**config.mk**
```make
export PLATFORM = sky130hd
export DESIGN_NAME = serial_adder
export DESIGN_NICKNAME = d
export VERILOG_FILES = /design/src/rtl/serial_adder.sv
export SDC_FILE = /design/constraint.sdc
export NUM_CORES = 1
export LEC_CHECK = 0
export CAP_MARGIN = 20
export CELL_PAD_IN_SITES_DETAIL_PLACEMENT = 1
export CELL_PAD_IN_SITES_GLOBAL_PLACEMENT = 2
export CORE_MARGIN = 3
export CORE_UTILIZATION = 33
export CTS_BUF_LIST = sky130_fd_sc_hd__clkbuf_16
export DETAILED_ROUTE_END_ITERATION = 8
export PLACE_DENSITY_LB_ADDON = 0.15
export SETUP_SLACK_MARGIN = 0.5
export SLEW_MARGIN = 5
export SYNTH_ARGS = -nofsm -noshare
export SYNTH_HDL_FRONTEND = slang
export SYNTH_SLANG_ARGS = --single-unit
```
**constraint.sdc**
```tcl
create_clock -name clk -period 2.3 [get_ports clk]
set_clock_uncertainty 0.2 [all_clocks]
set_input_delay 0.23 -clock clk [delete_from_list [all_inputs] [get_ports clk]]
set_output_delay 0.23 -clock clk [all_outputs]
set_load 0.02 [all_outputs]
```
**src/rtl/serial_adder.sv**
```systemverilog
// serial_adder: bit-serial WIDTH-bit adder built around a single full-adder
// slice. The slice is two half-adder cells plus an OR. Operands are latched
// on an accepted Start and added LSB first, one bit per clock, with the
// carry held in a register between bits.
//
// Optional feature macro: SERIAL_ADDER_CIN_EN. When it is defined, a Cin
// port is added and sampled as the initial carry.
//
// Ports:
//   clk    in   rising-edge clock
//   rst    in   asynchronous active-high reset
//   Start  in   request strobe, sampled only in IDLE
//   A, B   in   WIDTH-bit operands, latched on the accepting Start edge
//   Cin    in   initial carry (only with SERIAL_ADDER_CIN_EN)
//   Busy   out  high while bits are being processed (RUN)
//   Done   out  one-cycle pulse, Sum/Carry valid
//   Sum    out  registered result, held until the next completion
//   Carry  out  registered carry-out of the MSB
//
// State table:
//   IDLE | waiting for Start; operands are loaded on acceptance
//   RUN  | one bit added per edge, LSB first
//   DONE | result valid, Done pulse, back to IDLE unconditionally

module half_adder (
  input  logic a,
  input  logic b,
  output logic s,
  output logic c
);
  assign s = a ^ b;
  assign c = a & b;
endmodule

module serial_adder #(
  parameter int WIDTH = 8
) (
  input  logic             clk,
  input  logic             rst,
  input  logic             Start,
  input  logic [WIDTH-1:0] A,
  input  logic [WIDTH-1:0] B,
`ifdef SERIAL_ADDER_CIN_EN
  input  logic             Cin,
`endif
  output logic             Busy,
  output logic             Done,
  output logic [WIDTH-1:0] Sum,
  output logic             Carry
);
  localparam int CW = $clog2(WIDTH + 1);

  typedef enum logic [1:0] {IDLE, RUN, DONE} state_t;

  state_t           state, state_nxt;
  logic [WIDTH-1:0] sh_a, sh_b, sh_s, sh_s_nxt;
  logic             c_reg, c_nxt;
  logic [CW-1:0]    cnt;
  logic             last_bit;
  logic             cin_init;
  logic             p, g0, s_bit, g1;

`ifdef SERIAL_ADDER_CIN_EN
  assign cin_init = Cin;
`else
  assign cin_init = 1'b0;
`endif

  // Full-adder slice: two half adders plus an OR.
  half_adder u_ha0 (.a(sh_a[0]), .b(sh_b[0]), .s(p),     .c(g0));
  half_adder u_ha1 (.a(p),       .b(c_reg),   .s(s_bit), .c(g1));
  assign c_nxt = g0 | g1;

  // The new bit enters at the MSB. After WIDTH shifts, bit 0 has reached
  // position 0.
  generate
    if (WIDTH == 1) begin : g_w1
      assign sh_s_nxt = s_bit;
    end else begin : g_wn
      assign sh_s_nxt = {s_bit, sh_s[WIDTH-1:1]};
    end
  endgenerate

  assign last_bit = (cnt == CW'(WIDTH - 1));

  always_ff @(posedge clk or posedge rst) begin
    if (rst) state <= IDLE;
    else     state <= state_nxt;
  end

  always_comb begin
    state_nxt = state;
    Busy      = 1'b0;
    Done      = 1'b0;
    case (state)
      IDLE: if (Start) state_nxt = RUN;
      RUN: begin
        Busy = 1'b1;
        if (last_bit) state_nxt = DONE;
      end
      DONE: begin
        Done      = 1'b1;
        state_nxt = IDLE;
      end
      default: state_nxt = IDLE;
    endcase
  end

  always_ff @(posedge clk or posedge rst) begin
    if (rst) begin
      sh_a  <= '0;
      sh_b  <= '0;
      sh_s  <= '0;
      c_reg <= 1'b0;
      cnt   <= '0;
      Sum   <= '0;
      Carry <= 1'b0;
    end else begin
      case (state)
        IDLE: if (Start) begin
          sh_a  <= A;
          sh_b  <= B;
          c_reg <= cin_init;
          cnt   <= '0;
        end
        RUN: begin
          sh_s  <= sh_s_nxt;
          sh_a  <= sh_a >> 1;
          sh_b  <= sh_b >> 1;
          c_reg <= c_nxt;
          cnt   <= cnt + CW'(1);
          if (last_bit) begin
            Sum   <= sh_s_nxt;
            Carry <= c_nxt;
          end
        end
        default: ;
      endcase
    end
  end
endmodule
```
==> flow_summary_export.csv <==
group,metric,value,unit
status,status,"finished, final reports clean",
synthesis,synth_cells,164,
sta,relSlewSlack,62.1,%
setup_path,r2r-end,"Carry",
layout,drive_above_1_share,14.4,%
setup_path,cp-end-kind,"flip-flop",
clock_network,cts_tree,"done",
floorplanning,ioPinCount,30,
job,cap_violations,0,
hold_path,hold_path_class,"in2async",
sta,min_period_over_period,73.9,%
synthesis,syn_area_per_cell,10.6,µm²
synthesis,synth_xor_area_share,0,%
setup_path,crit_chain,"ha_2 -> nand2_1 -> nor3_4 -> buf_12 -> mux2_2",
power,power.total,0.00300,W
setup_path,required,2.26,ns
layout,utilization,46.7,%
clock_network,cts_hold_buf,0,
setup_path,crit_fanout,10,
synthesis,muxShareOfSynthArea,6.51,%
synthesis,synth_top_area_share,56.4,%
synthesis,yosys.area.top_type,"dfrtp_1",
global_routing,antenna_found_initial,0,
synthesis,yosysSeqAreaShare,56.4,%
floorplanning,die_area,6150,µm²
layout,diodes,0,
setup_path,critPathMaxStageDelay,0.40,ns
setup_path,criticalPathCategory,"reg2reg",
global_routing,grt_use_total,15.8,%
sta,hold_viol,0,
setup_path,reg2reg_depth,5,
routing,avgRoutedWirePerCell,15.7,µm
sta,worstMarginPinSlew,0.568,ns
clock_network,cts.sinks,39,
sta,max_freq,589,MHz
global_routing,first_global_vias,1485,
synthesis,synth-simple-area-share,17.4,%
placement,place.gp.congestion,0.775,
routing,via_count,1319,
power,peakVddDrop,0.000435,V
global_routing,grt_util_met2,25.1,%
setup_path,cp_num_buf_inv,1,
sta,setup_violations,0,
floorplanning,initial_core_util,35.5,%
synthesis,synth_top_family_by_area,"simple AND/OR/NAND/NOR gates",
clock_network,insertion_delay,0.28,ns
sta,fin_ws,0.601,ns
synthesis,synth-compound-area-share,15.1,%
layout,final_common_cell,"dfrtp_1",
synthesis,ys_types,21,
layout,largestRegisters,"Sum x8, sh_a x8, sh_b x8",
layout,area_growth,31.6,%
global_routing,grt_pass1_wl,7.56,mm
sta,drv_slew,0,
power,power_per_cell_area,1320,nW/µm²
global_routing,grt_max_degree,40,
setup_path,crit_family,"flip-flops",
routing,drt-initial-drc-count,67,
routing,vias_per_cell,4.92,
sta,min_period,1.70,ns
placement,port_buffers,29,
global_routing,overflow,0,
floorplanning,dieHeight,78.4,µm
clock_network,clock_path_buffers,2,
floorplanning,num_rows,25,
clock_network,path_clk_slew,0.06,ns
setup_path,r2r-start,"cnt[0]",
synthesis,ys_seq_elements,39,
routing,dr.pass1.iters,4,
placement,placedInstanceArea,2120,µm²
layout,fin_area,2280,µm²
routing,drcViolationCount,0,
synthesis,synthAdderAreaFrac,1.88,%
sta,rsz0062_at_grt,"no",
global_routing,grt-busiest-layer,"met2",
placement,place_ws,0.462,ns
setup_path,crit_arrival,1.66,ns
placement,dp_hpwl,2.92,mm
setup_path,start_kind,"flip-flop",
global_routing,met1_usage,21.2,%
synthesis,synth_warnings,0,
layout,fin_nets,221,
power,p_leak,1.04,nW
synthesis,synth_fp_nets,185,
floorplanning,die_w,78.4,µm
routing,postRouteAntennaNets,0,
clock_network,cts_max_level,2,
layout,final_cell_mix,"dfrtp_1 (39), nand2_1 (34), clkdlybuf4s50_1 (27)",
clock_network,cts-buffers-inserted,5,
setup_path,crit_slowest_cell,"dfrtp_1",
clock_network,cts_root_buffer,"clkbuf_16",
routing,drt-total-wl,4.22,mm
synthesis,synthTopCellsByArea,"dfrtp_1 (56%), nand2_1 (7.4%), mux2_2 (6.5%)",
synthesis,netlist_area,1730,µm²
sta,fin_setup_tns,0,ns
global_routing,use_met3,4.24,%
setup_path,r2r_setup_slack,0.60,ns
floorplanning,core-area,4880,µm²
-- how the worst max path moves through the flow --
stage	startpoint	endpoint	depth (start not counted)	slack, ns
2_1_floorplan	cnt[0]	Carry	4	0.68
3_3_place_gp	state[0]	Done	3	0.52
3_5_place_dp	Start	sh_b[7]	4	0.46
4_1_cts	state[0]	Done	3	0.48
5_1_grt	state[1]	sh_b[7]	4	0.50
6_report	cnt[0]	Carry	5	0.60
-- cells in the mapped netlist --
cell	count
a22oi_1	8
and2_1	1
o21ai_0	17
buf_2	5
a22o_1	3
nand2b_4	1
o31ai_1	1
a21oi_1	15
clkbuf_1	4
nor2b_1	10
nand3_1	1
mux2_2	10
dfrtp_1	39
inv_1	2
nor3_4	1
ha_1	1
and3b_1	7
o21bai_1	1
fa_1	1
nor2_1	2
nand2_1	34
-- metal layers --
| metal | part of all wire [%] | vias up | routed length, µm |
|---|---|---|---|
| li1 | - | 636 | - |
| met5 | 0 | - | 0 |
| met3 | 3.4 | 2 | 144 |
| met2 | 50 | 20 | 2110 |
| met1 | 46 | 661 | 1950 |
| met4 | 0.36 | 0 | 15 |
-- metrics by stage --
step	instances	hold slack, ns
4_1_cts	267	0.212
2_1_floorplan	164	0.223
3_3_place_gp	258	0.266
5_1_grt	268	0.272
3_5_place_dp	258	0.272
6_report	268	0.188
-- report_power, final --
| group | internal (W) | switching [W] | total (W) |
|---|---|---|---|
| combinational | 0.000551 | 0.000641 | 0.00119 |
| clock | 0.000390 | 0.000246 | 0.000636 |
| sequential | 0.000964 | 0.000209 | 0.00117 |
| total | 0.00190 | 0.00110 | 0.00300 |
-- worst register-to-register path, delay by kind of cell, from the launching register on --
| kind | cells | cell delay [ns] |
|---|---|---|
| buffers and inverters | 1 | 0.16 |
| flip-flops | 1 | 0.40 |
| multiplexers | 1 | 0.34 |
| AND/OR/NAND/NOR | 2 | 0.29 |
| adder cells (fa/ha/maj) | 1 | 0.21 |
-- cells by family after synthesis --
logic type               after synthesis
adder cells (fa/ha/maj)                2
multiplexers                          10
AND/OR/NAND/NOR                       57
flip-flops                            39
buffers and inverters                 11
AO/OA/AOI/OAI                         45
-- final cells by class --
cell class / instances / area (µm²)
Clock buffer: 5 / 125
Tap cell: 67 / 83.8
Inverter: 2 / 7.51
Timing Repair Buffer: 38 / 364
Sequential cell: 39 / 976
Multi-Input combinational cell: 114 / 709
Clock inverter: 3 / 11.3
Fill cell: 556 / 2600
-- what timing repair did --
| action | in CTS | in global routing |
|---|---|---|
| buffers inserted | 1 | 1 |
| pin swaps | 1 | 1 |
| endpoints found under the hold margin | 0 | 0 |
| gates resized for setup | 2 | 6 |
| endpoints found under the setup margin | 11 | 15 |
Power figures use the tool's default switching activity.
